--- src/rtl/pipeline_pkg.sv ---
// Shared pipeline types: packed inter-stage payload structs and the stall-counter width.
package pipeline_pkg;

  localparam int PIPE_STALL_CNT_WIDTH = 16;

  typedef struct packed {
    logic [31:0] pc;
    logic [31:0] rs_val;
    logic [31:0] rt_val;
    logic [31:0] imm;
    logic [4:0]  dst;
    logic [3:0]  alu_op;
    logic        alu_src_imm;
    logic        mem_rd;
    logic        mem_wr;
    logic        reg_wr;
    logic        mem_to_reg;
  } dec_ex_t;

  typedef struct packed {
    logic [31:0] alu_res;
    logic [31:0] store_val;
    logic [4:0]  dst;
    logic        mem_rd;
    logic        mem_wr;
    logic        reg_wr;
    logic        mem_to_reg;
  } ex_mem_t;

  typedef struct packed {
    logic [31:0] alu_res;
    logic [31:0] load_val;
    logic [4:0]  dst;
    logic        reg_wr;
    logic        mem_to_reg;
  } mem_wb_t;

endpackage

--- src/rtl/pipeline_skid_slot.sv ---
// One valid+payload register. Priority: clear > load > unload.
module pipeline_skid_slot
  import pipeline_pkg::*;
#(
  parameter int WIDTH         = 32,
  parameter bit ZERO_ON_EMPTY = 1'b1
) (
  input  logic             clk,
  input  logic             reset,
  input  logic             clear,
  input  logic             load,
  input  logic [WIDTH-1:0] load_data,
  input  logic             unload,
  output logic             valid,
  output logic [WIDTH-1:0] data
);

  always_ff @(posedge clk) begin
    if (!reset || clear) begin
      valid <= 1'b0;
      if (ZERO_ON_EMPTY) data <= '0;
    end else if (load) begin
      valid <= 1'b1;
      data  <= load_data;
    end else if (unload) begin
      valid <= 1'b0;
      if (ZERO_ON_EMPTY) data <= '0;
    end
  end

endmodule

--- src/rtl/pipeline_stage_register.sv ---
// Inter-stage register with valid/ready, flush and a saturating stall counter.
// Define PIPELINE_STAGE_REGISTER_SKID_EN to add a one-entry skid buffer (registered in_ready).
module pipeline_stage_register
  import pipeline_pkg::*;
#(
  parameter int WIDTH         = 32,
  parameter int CNT_WIDTH     = PIPE_STALL_CNT_WIDTH,
  parameter bit ZERO_ON_EMPTY = 1'b1
) (
  input  logic                 clk,
  input  logic                 reset,
  input  logic                 in_valid,
  output logic                 in_ready,
  input  logic [WIDTH-1:0]     in_data,
  input  logic                 flush,
  output logic                 out_valid,
  input  logic                 out_ready,
  output logic [WIDTH-1:0]     out_data,
  input  logic                 stall_clear,
  output logic [CNT_WIDTH-1:0] stall_count
);

  logic             up_xfer;
  logic             dn_xfer;
  logic             main_load;
  logic [WIDTH-1:0] main_din;

  assign up_xfer = in_valid && in_ready;
  assign dn_xfer = out_valid && out_ready;

`ifdef PIPELINE_STAGE_REGISTER_SKID_EN
  logic             skid_valid;
  logic [WIDTH-1:0] skid_data;
  logic             skid_load;

  // skid_valid is a flop, so in_ready has no combinational input path
  assign in_ready  = !skid_valid;
  assign skid_load = up_xfer && out_valid && !out_ready;
  // skid can only be full while main is full, so it always refills main first
  assign main_load = (dn_xfer && skid_valid) || (up_xfer && (!out_valid || out_ready));
  assign main_din  = skid_valid ? skid_data : in_data;

  pipeline_skid_slot #(
    .WIDTH         (WIDTH),
    .ZERO_ON_EMPTY (ZERO_ON_EMPTY)
  ) u_skid (
    .clk       (clk),
    .reset     (reset),
    .clear     (flush),
    .load      (skid_load),
    .load_data (in_data),
    .unload    (dn_xfer),
    .valid     (skid_valid),
    .data      (skid_data)
  );
`else
  assign in_ready  = !out_valid || out_ready;
  assign main_load = up_xfer;
  assign main_din  = in_data;
`endif

  pipeline_skid_slot #(
    .WIDTH         (WIDTH),
    .ZERO_ON_EMPTY (ZERO_ON_EMPTY)
  ) u_main (
    .clk       (clk),
    .reset     (reset),
    .clear     (flush),
    .load      (main_load),
    .load_data (main_din),
    .unload    (dn_xfer),
    .valid     (out_valid),
    .data      (out_data)
  );

  always_ff @(posedge clk) begin
    if (!reset || stall_clear)
      stall_count <= '0;
    else if (out_valid && !out_ready && !flush && (stall_count != {CNT_WIDTH{1'b1}}))
      stall_count <= stall_count + CNT_WIDTH'(1);
  end

endmodule

--- config.mk ---
export PLATFORM = sky130hd
export DESIGN_NAME = pipeline_stage_register
export DESIGN_NICKNAME = d
export VERILOG_FILES = /design/src/rtl/pipeline_pkg.sv /design/src/rtl/pipeline_skid_slot.sv /design/src/rtl/pipeline_stage_register.sv
export SDC_FILE = /design/constraint.sdc
export NUM_CORES = 1
export LEC_CHECK = 0
export CORE_MARGIN = 5
export CORE_UTILIZATION = 40
export DETAILED_ROUTE_END_ITERATION = 6
export PLACE_DENSITY = 0.8
export SLEW_MARGIN = 20
export SYNTH_ARGS = -nofsm -noshare
export SYNTH_HDL_FRONTEND = slang
export SYNTH_SLANG_ARGS = --single-unit
--- constraint.sdc ---
create_clock -name clk -period 1.95 [get_ports clk]
set_clock_uncertainty 0.1 [all_clocks]
set_input_delay 0.39 -clock clk [delete_from_list [all_inputs] [get_ports clk]]
set_output_delay 0.39 -clock clk [all_outputs]
set_load 0.01 [all_outputs]
==> reports/metrics.cfg, run 1 <==
[outcome]
status=completed

[detailed_routing]
ant_nets=0
num_vias=2027
via_per_inst=5.35
drtIter0Drc=203
drc=0
drtPass1Iterations=4
route.detailed.wl_per_inst_um=15.7
drt_wl_total_um=5940

[floorplan]
die_y_um=80.0
io_pins=88
start_util_pct=41.2
die_area_mm2=0.00640
core_mm2=0.00475
die_x_um=80.0
rows=25

[timing]
hold_viol=0
relSlewSlack_pct=67.1
fin_crit_ps=1850
period_share_pct=95.0
worst_pin_slew_ps=490
clock.fmax_ghz=0.540
hold_ws_ps=407
setup_viol=0
rsz0062_at_grt=no
slew_violations=0

[yosys]
synth-edff-count=0
ys_ff_latch=49
synth_warnings=0
synth_area_mm2=0.00196
ys_types=34
syn_inst=217
avgSynthCellArea_um2=9.03
synth.net_count=256
async_flop_share_pct=0
yosys_most_used_dff=dfxtp_1
yosysSeqAreaShare_pct=50.1

[setup_path]
critical_path_required_ps=2090
path_delay_family=simple AND/OR/NAND/NOR gates
critPathMaxFanout=9
slowest_delay_ps=360
critical_path_arrival_ps=1990
path_common_cell=and4_1
critPathBufInv=1
critPathCaptureType=flip-flop
cp_cell_sequence=ha_1 -> and4_1 -> and4_1 -> buf_4 -> or3_1 -> a21oi_2
cp-start-kind=flip-flop
crit_path_top_delay_cell=dfxtp_2
path_class=flip-flop to flip-flop

[power_and_ir_drop]
p_per_area_mw_per_mm2=608
ir_drop_v=0.000472
total_power_mw=1.87
p_leak_nw=1.05

[finish]
finalNonFillerCells=379
utilization_pct=64.8
diodes=0
syn_to_final_growth_pct=57.2
drive_gt1_share_pct=10.3
final_nets=350

[global_route]
grtUsageTotal_pct=19.1
grt_max_degree=34
grt_pass1_wl_um=9760
grt_pass1_vias=2176
grt-ovfl-total=0
antenna_found_initial=0

[clock_network]
htreeDepth=2
tritoncts=built
clock_path_buffers=2
clkSlewWorstSetupHoldPaths_ps=90
cts_sinks=49
clk_latency_ps=300
root_buffer=clkbuf_8
ctsHoldBuffers=0
cts_buffers=5

[placement]
gp_congestion=0.810
port_buffers=87
dp_hpwl_um=4230
numPlacedInstances=371

[run]
maxCapViolations=0

[hold_path]
min-delay-path-class=flip-flop to flip-flop

## per-stage QoR
step	instance area, um2	TNS, ps	setup WS [ps]
after floorplan	1960	0	141
after global placement	2990	-2430	-197
after detailed placement	2990	-4580	-275
after CTS	3070	0	66.1
after global routing	3080	0	15.6
final	3080	0	97.4
## state kept, by name, indices dropped and copies added (netlist names)
register and count:
u_main.data 32, stall_count 16, u_main.valid 1
## worst min-delay path: stages (launching register included)
cell and delay [ps]:
dfxtp_1 330, a22oi_1 60, nor2_1 80
## power breakdown
part | switching [mW] | internal [mW]
Combinational | 0.101 | 0.148
Clock | 0.334 | 0.255
Sequential | 0.0127 | 1.02
## cell usage after synthesis, drive strengths merged (2+ instances only)
| cell type | count | area [um2] |
|---|---|---|
| nand3 | 9 | 55.1 |
| nand2b | 3 | 18.8 |
| nor3 | 3 | 15.0 |
| and2 | 3 | 18.8 |
| o21ai | 8 | 40.0 |
| o41ai | 2 | 17.5 |
| a21oi | 14 | 70.1 |
| o31ai | 4 | 30.0 |
| or4 | 4 | 30.0 |
| and4 | 4 | 35.0 |
| clkbuf | 13 | 50.0 |
| nand2 | 8 | 30.0 |
| or3 | 8 | 50.1 |
| nor2 | 32 | 120 |
| buf | 3 | 13.8 |
| and3 | 2 | 13.8 |
| nand4 | 5 | 31.3 |
| dfxtp | 49 | 981 |
| a22oi | 32 | 240 |
## final timing paths
path | startpoint | cells after the start | to | slack, ps
hold reg to reg | u_main.data[30]$_SDFFE_PP0P_ | 2 | u_main.data[30]$_SDFFE_PP0P_ | 410
setup reg to reg | stall_count[0]$_SDFFE_PP0P_ | 6 | stall_count[3]$_SDFFE_PP0P_ | 100
hold / removal | u_main.data[30]$_SDFFE_PP0P_ | 2 | u_main.data[30]$_SDFFE_PP0P_ | 410
setup / recovery | stall_count[0]$_SDFFE_PP0P_ | 6 | stall_count[3]$_SDFFE_PP0P_ | 100
## layer usage
layer / track usage (%) / share of wire, %
met5: 0 / 0
met4: 5.41 / 1.3
met3: 9.26 / 11
met2: 32.5 / 48
met1: 21.2 / 40
## cells by family (layout without fill, tap and decap cells)
| group | Yosys count | after routing | share of synthesized area [%] |
|---|---|---|---|
| AO/OA/AOI/OAI | 64 | 64 | 22.0 |
| adder cells (fa/ha/maj) | 1 | 1 | 0.638 |
| flip-flops | 49 | 49 | 50.1 |
| AND/OR/NAND/NOR | 85 | 85 | 23.3 |
| multiplexers | 1 | 1 | 0.511 |
| buffers and inverters | 17 | 112 | 3.45 |
## what timing repair did
| item | 4_1_cts | 5_1_grt |
|---|---|---|
| pin swaps | 0 | 1 |
| gates resized for setup | 2 | 5 |
| gates cloned | 0 | 0 |
| setup endpoints to repair | 1 | 6 |
| endpoints found under the hold margin | 0 | 0 |
| setup buffers | 0 | 0 |
## cells in the final DEF (no fill, tap or decap), drive strengths merged, types with 2 or more instances in the layout
cell type / netlist / layout
clkbuf: 13 / 7
buf: 3 / 16
and2: 3 / 3
dlygate4sd2: 0 / 2
o41ai: 2 / 2
nand3: 9 / 9
nor2: 32 / 32
o21ai: 8 / 8
nand4: 5 / 5
or3: 8 / 8
a22oi: 32 / 32
or4: 4 / 4
a21oi: 14 / 14
and3: 2 / 2
clkdlybuf4s50: 0 / 84
o31ai: 4 / 4
nand2b: 3 / 3
dfxtp: 49 / 49
nor3: 3 / 3
nand2: 8 / 8
and4: 4 / 4
## area by class of cell
type,count,area (um2)
clock buffers,7,76.3
flip-flops and latches,49,982
multi-input cells,151,920
inverters,1,3.75
clock inverters,1,7.51
well taps,67,83.8
repair buffers,103,1010
fillers,424,1670
(Power assumes the default switching activity.)
==> run 2, diff against run 1 <==
--- a/config.mk
+++ b/config.mk
@@ -8,7 +8,7 @@
 export CORE_MARGIN = 5
 export CORE_UTILIZATION = 40
 export DETAILED_ROUTE_END_ITERATION = 6
-export PLACE_DENSITY = 0.8
+export PLACE_DENSITY = 0.76
 export SLEW_MARGIN = 20
 export SYNTH_ARGS = -nofsm -noshare
 export SYNTH_HDL_FRONTEND = slang
==> reports/metrics.cfg, run 2 (synthesis results as in run 1) <==
[global_route]
grt-ovfl-total=0  ; unchanged
grt_pass1_vias=1947  ; -11%
antenna_found_initial=0  ; unchanged
grtUsageTotal_pct=18.0  ; -1.2 points
grt_max_degree=34  ; unchanged
grt_pass1_wl_um=9050  ; -7.2%

[outcome]
status=completed

[setup_path]
cp-start-kind=input pin
r2r-end=stall_count[9]$_SDFFE_PP0P_
critPathLaunch=flush
path_class=input pin to flip-flop
critical_path_required_ps=2080  ; about the same
reg2reg_slack_ps=130  ; +30 ps
critical_path_arrival_ps=1980  ; about the same
critPathCaptureType=flip-flop
reg2reg_depth=5  ; -1
critPathMaxFanout=5  ; -4
r2r_start=stall_count[0]$_SDFFE_PP0P_

[placement]
dp_hpwl_um=4070  ; -3.8%
gp_congestion=0.769  ; -5.1%
port_buffers=87  ; unchanged
numPlacedInstances=374  ; +0.81%

[finish]
reg.largest.list=u_main.data x32, stall_count x16, u_main.valid x1
utilization_pct=66.3  ; +1.5 points
drive_gt1_share_pct=11.4  ; +1.1 points
largest_reg_flops=32  ; unchanged
final_nets=354  ; +1.1%
syn_to_final_growth_pct=60.9
top_register=u_main.data
finalNonFillerCells=383  ; +1.1%
final_cell_mix=85 x clkdlybuf4s50_1, 49 x dfxtp_1, 32 x a22oi_1, 32 x nor2_1, 16 x buf_4
final_common_cell=clkdlybuf4s50_1
fillCellCount=422  ; -0.47%
diodes=0  ; unchanged

[floorplan]
io_pins=88  ; unchanged
start_util_pct=41.2  ; unchanged
die_area_mm2=0.00640  ; unchanged
die_y_um=80.0  ; unchanged
core_mm2=0.00475  ; unchanged
rows=25  ; unchanged
die_x_um=80.0  ; unchanged

[timing]
worst_pin_slew_ps=476  ; -14.2 ps
relSlewSlack_pct=68.0  ; +0.95 points
slew_violations=0  ; unchanged
rsz0062_at_grt=no
clock.fmax_ghz=0.542  ; +0.49%
period_share_pct=94.5  ; -0.46 points
setup_viol=0  ; unchanged
fin_crit_ps=1840  ; -9.03 ps
hold_viol=0  ; unchanged

[clock_network]
tritoncts=built
cts_buffers=5  ; unchanged
cts_sinks=49  ; unchanged
root_buffer=clkbuf_8
clock_path_buffers=2  ; unchanged
htreeDepth=2  ; unchanged
clk_latency_ps=300  ; about the same
clkSlewWorstSetupHoldPaths_ps=90  ; about the same

[detailed_routing]
route.detailed.wl_per_inst_um=14.5  ; -7.3%
drtIter0Drc=111  ; -45%
drt_wl_total_um=5560  ; -6.3%
drtPass1Iterations=4  ; unchanged
num_vias=1995  ; -1.6%
via_per_inst=5.21  ; -2.6%
ant_nets=0  ; unchanged
drc=0  ; unchanged

[hold_path]
min_path_cells=2  ; unchanged
holdPathEnd=u_main.data[6]$_SDFFE_PP0P_
min-delay-path-class=flip-flop to flip-flop
worstHoldStart=u_main.data[6]$_SDFFE_PP0P_

[power_and_ir_drop]
ir_drop_v=0.000499  ; +5.6%
p_leak_nw=1.09  ; +4.0%
p_per_area_mw_per_mm2=604  ; -0.59%

[run]
maxCapViolations=0  ; unchanged

## run 2: repair_timing
action	CTS	global route
gates resized for setup	1	2
buffers inserted	1	0
hold buffers	0	0
setup endpoints to repair	1	3
## run 2: how the worst max path moves through the flow
stage                                               to  cells after the start  slack [ps]
after floorplan           stall_count[11]$_SDFFE_PP0P_                      6         140
after global placement                        in_ready                      3        -250
after detailed placement                      in_ready                      3        -220
after CTS                                     in_ready                      3          30
after global routing      stall_count[13]$_SDFFE_PP0P_                      6           2
final                      stall_count[9]$_SDFFE_PP0P_                      5         110
## run 2: area by class of cell
| type | instances | area, um2 | share of cell area, % |
|---|---|---|---|
| Multi-Input combinational cell | 151 | 916 | 29.0 |
| Sequential cell | 49 | 981 | 31.1 |
| Tap cell | 67 | 83.8 | 2.66 |
| Timing Repair Buffer | 107 | 1070 | 34.0 |
| Clock inverter | 2 | 13.8 | 0.437 |
| Clock buffer | 6 | 82.6 | 2.62 |
| Inverter | 1 | 3.75 | 0.119 |
## run 2: per-stage QoR
step	TNS, ps	setup slack [ps]	hold slack, ps	power, mW	instance area [um2]
2_1_floorplan	0	141	398	1.15	1960
3_3_place_gp	-4370	-254	377	1.31	3050
3_5_place_dp	-4030	-221	386	1.31	3050
4_1_cts	0	29.5	404	1.93	3150
5_1_grt	0	2.29	438	2.00	3150
6_report	0	106	403	1.91	3150
## run 2: per-layer routing
| metal | routed length, um | up-vias | global-route usage (%) | share of wire (%) |
|---|---|---|---|---|
| met1 | 2330 | 917 | 21.4 | 42 |
| met5 | 0 | - | 0 | 0 |
| met2 | 2500 | 76 | 27.7 | 45 |
| met3 | 659 | 6 | 10.0 | 12 |
| met4 | 66 | 0 | 5.07 | 1.2 |
| li1 | - | 996 | - | - |
## run 2: where the power goes
| group | switching [mW] | leakage, nW | internal (mW) |
|---|---|---|---|
| Sequential | 0.0119 | 0.398 | 1.02 |
| Combinational | 0.101 | 0.643 | 0.153 |
| Clock | 0.330 | 0.0512 | 0.288 |
## run 2: worst max-delay path: stages
cell and delay [ps]:
clkdlybuf4s50_1 480, nor3b_4 310, nand2_1 130, or4_1 510, a21oi_1 150
==> run 3, diff against run 2 <==
--- a/config.mk
+++ b/config.mk
@@ -6,9 +6,10 @@
 export NUM_CORES = 1
 export LEC_CHECK = 0
 export CORE_MARGIN = 5
-export CORE_UTILIZATION = 40
+export CORE_UTILIZATION = 41
 export DETAILED_ROUTE_END_ITERATION = 6
-export PLACE_DENSITY = 0.76
+export MAX_ROUTING_LAYER = met4
+export PLACE_DENSITY = 0.78
 export SLEW_MARGIN = 20
 export SYNTH_ARGS = -nofsm -noshare
 export SYNTH_HDL_FRONTEND = slang
==> reports/metrics.cfg, run 3 (synthesis results as in run 1) <==
[finish]
diodes=0  ; unchanged
utilization_pct=66.4  ; +0.084 points
final_nets=351  ; -0.85%
top_register=u_main.data
largest_reg_flops=32  ; unchanged
final_common_cell=clkdlybuf4s50_1
reg.largest.list=u_main.data x32, stall_count x16, u_main.valid x1
drive_gt1_share_pct=11.2  ; -0.21 points
multi_input_area_um2=925  ; +0.96%
syn_to_final_growth_pct=59.0
regArea_um2=981  ; unchanged
fillCellCount=395  ; -6.4%
final_cell_mix=85 x clkdlybuf4s50_1, 49 x dfxtp_1, 32 x a22oi_1, 32 x nor2_1, 14 x buf_4

[setup_path]
path_class=input pin to flip-flop
critPathCaptureType=flip-flop
reg2reg_slack_ps=140  ; about the same
reg2reg_depth=6  ; +1
cp-start-kind=input pin
r2r-end=stall_count[3]$_SDFFE_PP0P_
cp_cell_sequence=clkdlybuf4s50_1 -> nor3b_4 -> nand3_2 -> or4_1 -> a21oi_1
crit_path_top_delay_cell=or4_1
critical_path_arrival_ps=2000  ; +20 ps
critPathMaxFanout=6  ; +1
critical_path_required_ps=2080  ; about the same
slowest_delay_ps=480  ; -30 ps
r2r_start=stall_count[1]$_SDFFE_PP0P_

[timing]
slew_violations=0  ; unchanged
hold_viol=0  ; unchanged
period_share_pct=95.7  ; +1.2 points
clock.fmax_ghz=0.536  ; -1.2%
setup_viol=0  ; unchanged
worst_pin_slew_ps=526  ; +49.9 ps
worst_slack_ps=83.9  ; -22.6 ps
fin_crit_ps=1870  ; +22.6 ps
relSlewSlack_pct=64.7  ; -3.4 points
hold_ws_ps=406  ; +3.26 ps

[hold_path]
holdPathEnd=u_main.data[26]$_SDFFE_PP0P_
worstHoldStart=u_main.data[26]$_SDFFE_PP0P_
min_path_cells=2  ; unchanged
min-delay-path-class=flip-flop to flip-flop

[run]
maxCapViolations=0  ; unchanged

[placement]
dp_hpwl_um=4180  ; +2.8%
port_buffers=87  ; unchanged
gp_congestion=0.802  ; +4.3%
pre_cts_ws_ps=-263  ; -42.0 ps

[clock_network]
clk_latency_ps=300  ; about the same
cts_sinks=49  ; unchanged
clkSlewWorstSetupHoldPaths_ps=80  ; about the same
clock_path_buffers=2  ; unchanged
root_buffer=clkbuf_8
tritoncts=built
ctsHoldBuffers=0  ; unchanged
cts_buffers=5  ; unchanged
htreeDepth=2  ; unchanged

[power_and_ir_drop]
p_per_area_mw_per_mm2=624  ; +3.2%
ir_drop_v=0.000412  ; -18%
p_leak_nw=1.08  ; -1.2%

[global_route]
grtUsageTotal_pct=19.1  ; +1.1 points
grt_max_degree=34  ; unchanged
grt-ovfl-total=0  ; unchanged
grt_pass1_wl_um=9270  ; +2.4%
grt_pass1_vias=1969  ; +1.1%
antenna_found_initial=0  ; unchanged

[floorplan]
start_util_pct=41.8  ; +0.55 points
core_mm2=0.00469  ; -1.3%
die_area_mm2=0.00626  ; -2.1%
die_x_um=79.1  ; -1.1%
rows=25  ; unchanged
io_pins=88  ; unchanged
die_y_um=79.1  ; -1.1%

[detailed_routing]
drtIter0Drc=105  ; -5.4%
via_per_inst=5.50  ; +5.5%
drtPass1Iterations=4  ; unchanged
route.detailed.wl_per_inst_um=15.4  ; +6.1%
drt_wl_total_um=5660  ; +1.7%
drc=0  ; unchanged
num_vias=2017  ; +1.1%
ant_nets=0  ; unchanged

[outcome]
status=completed

## run 3: through the flow
stage | cells | total power, mW | area (um2) | TNS, ps
floorplan | 217 | 1.15 | 1960 | 0
global placement | 358 | 1.31 | 3000 | -3610
detailed placement | 358 | 1.31 | 3000 | -5450
CTS | 367 | 1.96 | 3100 | 0
global route | 367 | 2.03 | 3120 | -1.21
finish | 367 | 1.94 | 3120 | 0
## run 3: worst max path at each step
stage,from,end,slack (ps),depth (start not counted)
6_report,flush,stall_count[15]$_SDFFE_PP0P_,80,5
5_1_grt,flush,stall_count[5]$_SDFFE_PP0P_,-1,6
4_1_cts,out_ready,in_ready,9,3
3_5_place_dp,out_ready,stall_count[15]$_SDFFE_PP0P_,-260,5
3_3_place_gp,out_ready,stall_count[9]$_SDFFE_PP0P_,-240,5
2_1_floorplan,stall_count[0]$_SDFFE_PP0P_,stall_count[11]$_SDFFE_PP0P_,140,6
## run 3: where the power goes
group	leakage, nW	internal, mW	switching [mW]
combinational	0.626	0.153	0.101
clock	0.0542	0.321	0.333
sequential	0.398	1.02	0.0126
total	1.08	1.50	0.447
## run 3: layer usage
layer  GRT usage (%)  share of wire (%)  vias to the layer above  wire length (um)
met3            8.28                8.5                        6               483
met1            22.3                 42                      951              2400
met2            30.7                 48                       72              2730
met5               -                  0                        -                 0
li1                -                  -                      988                 -
met4            4.12               0.88                        0                50
## run 3: repair_timing
item                                   in CTS  in global routing
buffers inserted                            1                  0
gates resized for setup                     1                  4
endpoints found under the hold margin       0                  0
pin swaps                                   0                  3
setup endpoints to repair                   1                  6
## run 3: layout make-up
cell class                 count  area share (%)
timing repair buffer         104            33.3
sequential                    49            31.5
multi-input combinational    151            29.7
clock buffer                   7            3.09
tap                           54            2.17
clock inverter                 1           0.161
inverter                       1           0.120
## run 3: worst max-delay path: cells and delay by family
kind,cells,cell delay (ps)
buffers and inverters,1,460
AND/OR/NAND/NOR,3,990
AO/OA/AOI/OAI,1,150
